==> src/rtl/c3lib_sync_pkg.sv <==
// Shared limits and helpers for the multi-channel synchronizer/glitch filter.
package c3lib_sync_pkg;

   localparam int WIDTH_MIN       = 1;
   localparam int WIDTH_MAX       = 32;
   localparam int SYNC_STAGES_MIN = 2;
   localparam int SYNC_STAGES_MAX = 4;
   localparam int FILT_CYCLES_MIN = 1;
   localparam int FILT_CYCLES_MAX = 255;

   // Width needed to hold 0..filt_cycles; the counter itself tops out at filt_cycles-1.
   function automatic int cnt_width(input int filt_cycles);
      return $clog2(filt_cycles + 1);
   endfunction

endpackage

==> src/rtl/c3lib_sync_filt_chan.sv <==
// One channel: synchronizer chain followed by a persistence filter with edge pulses.
module c3lib_sync_filt_chan
   import c3lib_sync_pkg::*;
#(
   parameter int   SYNC_STAGES = 2,
   parameter int   FILT_CYCLES = 4,
   parameter logic RESET_VAL   = 1'b0
) (
   input  logic clk,
   input  logic rst,
   input  logic data_in,
   output logic data_out,
   output logic rise_pulse,
   output logic fall_pulse,
   output logic busy
);

   localparam int             CW     = cnt_width(FILT_CYCLES);
   localparam logic [CW-1:0]  CNT_TC = CW'(FILT_CYCLES - 1);

   logic [SYNC_STAGES-1:0] sync_q;
   logic                   synced;
   logic [CW-1:0]          cnt_q, cnt_d;
   logic                   data_q, data_d;
   logic                   rise_q, rise_d;
   logic                   fall_q, fall_d;

   // Synchronizer kept in its own process so CDC tools see a clean flop chain.
   always_ff @(posedge clk) begin
      if (rst) sync_q <= {SYNC_STAGES{RESET_VAL}};
      else     sync_q <= {sync_q[SYNC_STAGES-2:0], data_in};
   end

   assign synced = sync_q[SYNC_STAGES-1];

   always_comb begin
      cnt_d  = cnt_q;
      data_d = data_q;
      rise_d = 1'b0;
      fall_d = 1'b0;
      if (synced == data_q) begin
         cnt_d = '0;
      end else if (cnt_q == CNT_TC) begin
         data_d = synced;
         cnt_d  = '0;
         rise_d = synced;
         fall_d = ~synced;
      end else begin
         cnt_d = cnt_q + CW'(1);
      end
   end

   always_ff @(posedge clk) begin
      if (rst) begin
         cnt_q  <= '0;
         data_q <= RESET_VAL;
         rise_q <= 1'b0;
         fall_q <= 1'b0;
      end else begin
         cnt_q  <= cnt_d;
         data_q <= data_d;
         rise_q <= rise_d;
         fall_q <= fall_d;
      end
   end

   assign data_out   = data_q;
   assign rise_pulse = rise_q;
   assign fall_pulse = fall_q;
   assign busy       = (cnt_q != '0);

endmodule

==> src/rtl/c3lib_sync_filt_nbit.sv <==
// WIDTH independent synchronize-and-filter channels for asynchronous level inputs.
module c3lib_sync_filt_nbit
   import c3lib_sync_pkg::*;
#(
   parameter int               WIDTH       = 4,
   parameter int               SYNC_STAGES = 2,
   parameter logic [WIDTH-1:0] RESET_VAL   = '0,
   parameter int               FILT_CYCLES = 4
) (
   input  logic             clk,
   input  logic             rst,
   input  logic [WIDTH-1:0] data_in,
   output logic [WIDTH-1:0] data_out,
   output logic [WIDTH-1:0] rise_pulse,
   output logic [WIDTH-1:0] fall_pulse,
   output logic [WIDTH-1:0] busy
);

   if (WIDTH < WIDTH_MIN || WIDTH > WIDTH_MAX) begin : g_bad_width
      $error("c3lib_sync_filt_nbit: WIDTH %0d out of range", WIDTH);
   end
   if (SYNC_STAGES < SYNC_STAGES_MIN || SYNC_STAGES > SYNC_STAGES_MAX) begin : g_bad_sync
      $error("c3lib_sync_filt_nbit: SYNC_STAGES %0d out of range", SYNC_STAGES);
   end
   if (FILT_CYCLES < FILT_CYCLES_MIN || FILT_CYCLES > FILT_CYCLES_MAX) begin : g_bad_filt
      $error("c3lib_sync_filt_nbit: FILT_CYCLES %0d out of range", FILT_CYCLES);
   end

   for (genvar i = 0; i < WIDTH; i++) begin : g_chan
      c3lib_sync_filt_chan #(
         .SYNC_STAGES (SYNC_STAGES),
         .FILT_CYCLES (FILT_CYCLES),
         .RESET_VAL   (RESET_VAL[i])
      ) u_chan (
         .clk        (clk),
         .rst        (rst),
         .data_in    (data_in[i]),
         .data_out   (data_out[i]),
         .rise_pulse (rise_pulse[i]),
         .fall_pulse (fall_pulse[i]),
         .busy       (busy[i])
      );
   end

endmodule
==> config.mk <==
export PLATFORM = sky130hd
export DESIGN_NAME = c3lib_sync_filt_nbit
export DESIGN_NICKNAME = d
export VERILOG_FILES = /design/src/rtl/c3lib_sync_pkg.sv /design/src/rtl/c3lib_sync_filt_chan.sv /design/src/rtl/c3lib_sync_filt_nbit.sv
export SDC_FILE = /design/constraint.sdc
export NUM_CORES = 1
export LEC_CHECK = 0
export ABC_AREA = 1
export ABC_CLOCK_PERIOD_IN_PS = 2990
export BUFFER_PORTS_ARGS = -buffer_cell sky130_fd_sc_hd__buf_2
export CAP_MARGIN = 15
export CORE_MARGIN = 2
export CORE_UTILIZATION = 35
export DETAILED_ROUTE_END_ITERATION = 8
export PLACE_DENSITY = 0.6
export SETUP_SLACK_MARGIN = 0.3
export SLEW_MARGIN = 20
export SYNTH_ARGS = -nofsm -noshare
export SYNTH_HDL_FRONTEND = slang
export SYNTH_SLANG_ARGS = --single-unit
==> constraint.sdc <==
create_clock -name clk -period 2.99 [get_ports clk]
set_input_delay 0.1495 -clock clk [delete_from_list [all_inputs] [get_ports clk]]
set_output_delay 0.1495 -clock clk [all_outputs]
set_load 0.01 [all_outputs]
==> results.json <==
{
  "status": "finished, final reports clean",
  "netlist_area_um2": 1440,
  "worst_pin_slew_ps": 475,
  "synth_xor_area_frac": 0,
  "cts_buffer_depth": 2,
  "clock-root-buffer": "clkbuf_8",
  "crit_family": "flip-flops",
  "drt_iter0_markers": 33,
  "pin_count": 22,
  "post-cts-setup-buffer-count": 0,
  "clkSlewWorstSetupHoldPaths_ps": 60,
  "critPathArrivalTime_ps": 1060,
  "yosys-mux-area-fraction": 0,
  "critPathCaptureType": "primary output",
  "n_fill_cell": 427,
  "synth-seq-cells": 32,
  "slowest_delay_ps": 360,
  "max-cap-violations": 0,
  "p_leak_nw": 0.700,
  "grt_max_degree": 18,
  "critPathLaunchType": "flop",
  "via_per_inst": 3.83,
  "area_growth_pct": 8.46,
  "cts_max_level": 2,
  "period_needed_ps": 1210,
  "syn_area_per_cell_um2": 8.80,
  "synth_cells": 163,
  "path_cells": "inv_1, ha_1, nand2_1, buf_2",
  "crit_type": "reg -> out",
  "vdd_drop_max_mv": 0.275,
  "synth_compound_area_frac": 0.0139,
  "place_hpwl_um": 1380,
  "rsz0062_at_grt": "no",
  "skew_ps": 3.27,
  "drive_above_1_share": 0.283,
  "num_rows": 23,
  "fin_crit_sh": 0.404,
  "cts_buffers": 5,
  "seq_area_frac_synth": 0.446,
  "synth_cell_types": 13,
  "synth_adder_area_share": 0.105,
  "synth-simple-area-share": 0.237,
  "wire_per_inst_um": 8.47,
  "port_buffers": 21,
  "antenna_cells": 0,
  "crit_buf_inv": 2,
  "grt_overflow": 0,
  "fin_util": 0.392,
  "synth_top_family_by_area": "simple AND/OR/NAND/NOR gates",
  "fp.dieW_um": 68.0,
  "postLayoutCellArea_um2": 1560,
  "ys.warnings.count": 0,
  "synth_top_area_share": 0.446,
  "fmax_ghz": 0.828,
  "grt_pass1_wl_um": 3130,
  "grt_pass1_vias": 779,
  "tritoncts": "built",
  "max_slew_margin": 0.683,
  "yosysTopAreaCell": "dfxtp_1",
  "core_region_area_um2": 3970,
  "hp-class": "in -> reg",
  "antenna_found_initial": 0,
  "hold_buffers": 0,
  "start_util": 0.361,
  "cts_resized": 0,
  "synthesis.nets": 181,
  "dieArea_um2": 4630,
  "vias": 853,
  "cts_sinks": 32,
  "setup_tns_ps": 0,
  "crit_required_ps": 2840,
  "p_total_w": 0.000817,
  "hold_violations": 0,
  "grt_usage": 0.0943,
  "finalSetupViolCount": 0,
  "drt_wl_total_um": 1890,
  "powerDensity_nw_per_um2": 525,
  "drcViolationCount": 0,
  "fin_nets": 191,
  "yosys-top-cells-area": "dfxtp_1 45%, ha_1 10%, inv_1 9.4%",
  "ant_nets": 0,
  "die_h_um": 68.0,
  "drt_pre_antenna_iters": 4,
  "place.gp.congestion": 0.699,
  "drv_slew": 0,
  "placed_area_um2": 1460,
  "crit_path_top_delay_cell": "dfxtp_1",
  "crit_fanout": 3,
  "insertion_delay_ps": 280
}
per-stage QoR:
step	worst slack (ps)	cells	hold WS, ps
2_1_floorplan	1930	163	256
3_3_place_gp	1850	216	352
3_5_place_dp	1820	216	357
4_1_cts	1750	223	55.4
5_1_grt	1700	223	64.8
6_report	1780	223	64.8
cell usage in the layout, fill, tap and decap left out:
cell type  count
clkbuf_8       7
nor2_1        20
nand3_2        4
a21oi_1        4
buf_2         21
inv_4          1
nor2_4         4
nand2_1       20
ha_1          12
nor3_2         8
dfxtp_1       32
nand2_2        4
inv_1         36
worst paths after layout:
check / start / to / slack, ps / cells after the start
min: data_in[1] / g_chan[1].u_chan.sync_q[0] / 60 / 3
max reg2reg: g_chan[2].u_chan.cnt_q[0] / g_chan[2].u_chan.cnt_q[2] / 1820 / 5
min reg2reg: g_chan[1].u_chan.sync_q[0] / g_chan[1].u_chan.sync_q[1] / 400 / 2
max: g_chan[2].u_chan.cnt_q[0] / busy[2] / 1780 / 4
registers in the layout, indices dropped and copies added (netlist names):
signal	count
g_chan.u_chan.fall_pulse	4
g_chan.u_chan.rise_pulse	4
g_chan.u_chan.cnt_q	12
g_chan.u_chan.sync_q	8
g_chan.u_chan.data_out	4
per-layer routing:
metal	vias to the layer above	global-route usage	wire [um]
li1	482	-	-
met5	-	0	0
met1	349	0.108	890
met2	20	0.137	847
met4	0	0.0600	15
met3	2	0.0493	134
worst reg2reg max path, stage by stage, from the launching register on:
cell,delay [ps]
dfxtp_1,330
ha_1,200
ha_1,250
nor2_4,130
nand3_2,110
nor2_1,90
cells in the mapped netlist, drive strengths merged:
| cell type | count |
|---|---|
| dfxtp | 32 |
| nor2 | 24 |
| inv | 37 |
| buf | 18 |
| nand3 | 4 |
| a21oi | 4 |
| nand2 | 24 |
| ha | 12 |
| nor3 | 8 |
final cells by class:
type,count,area (um2),area share
Timing Repair Buffer,21,105,0.0675
Inverter,37,141,0.0908
Multi-Input combinational cell,76,510,0.328
Sequential cell,32,641,0.412
Clock buffer,7,96.3,0.0619
Tap cell,50,62.6,0.0402
power breakdown:
part | internal [W] | switching [W]
logic | 0.0000107 | 0.0000176
registers | 0.000433 | 0.00000420
clock network | 0.000205 | 0.000147
total | 0.000648 | 0.000169
cell families after synthesis:
logic type	Yosys count
flip-flops	32
buffers and inverters	55
AND/OR/NAND/NOR	60
AO/OA/AOI/OAI	4
adder cells (fa/ha/maj)	12
No activity file was read; power rests on OpenSTA's default activity.
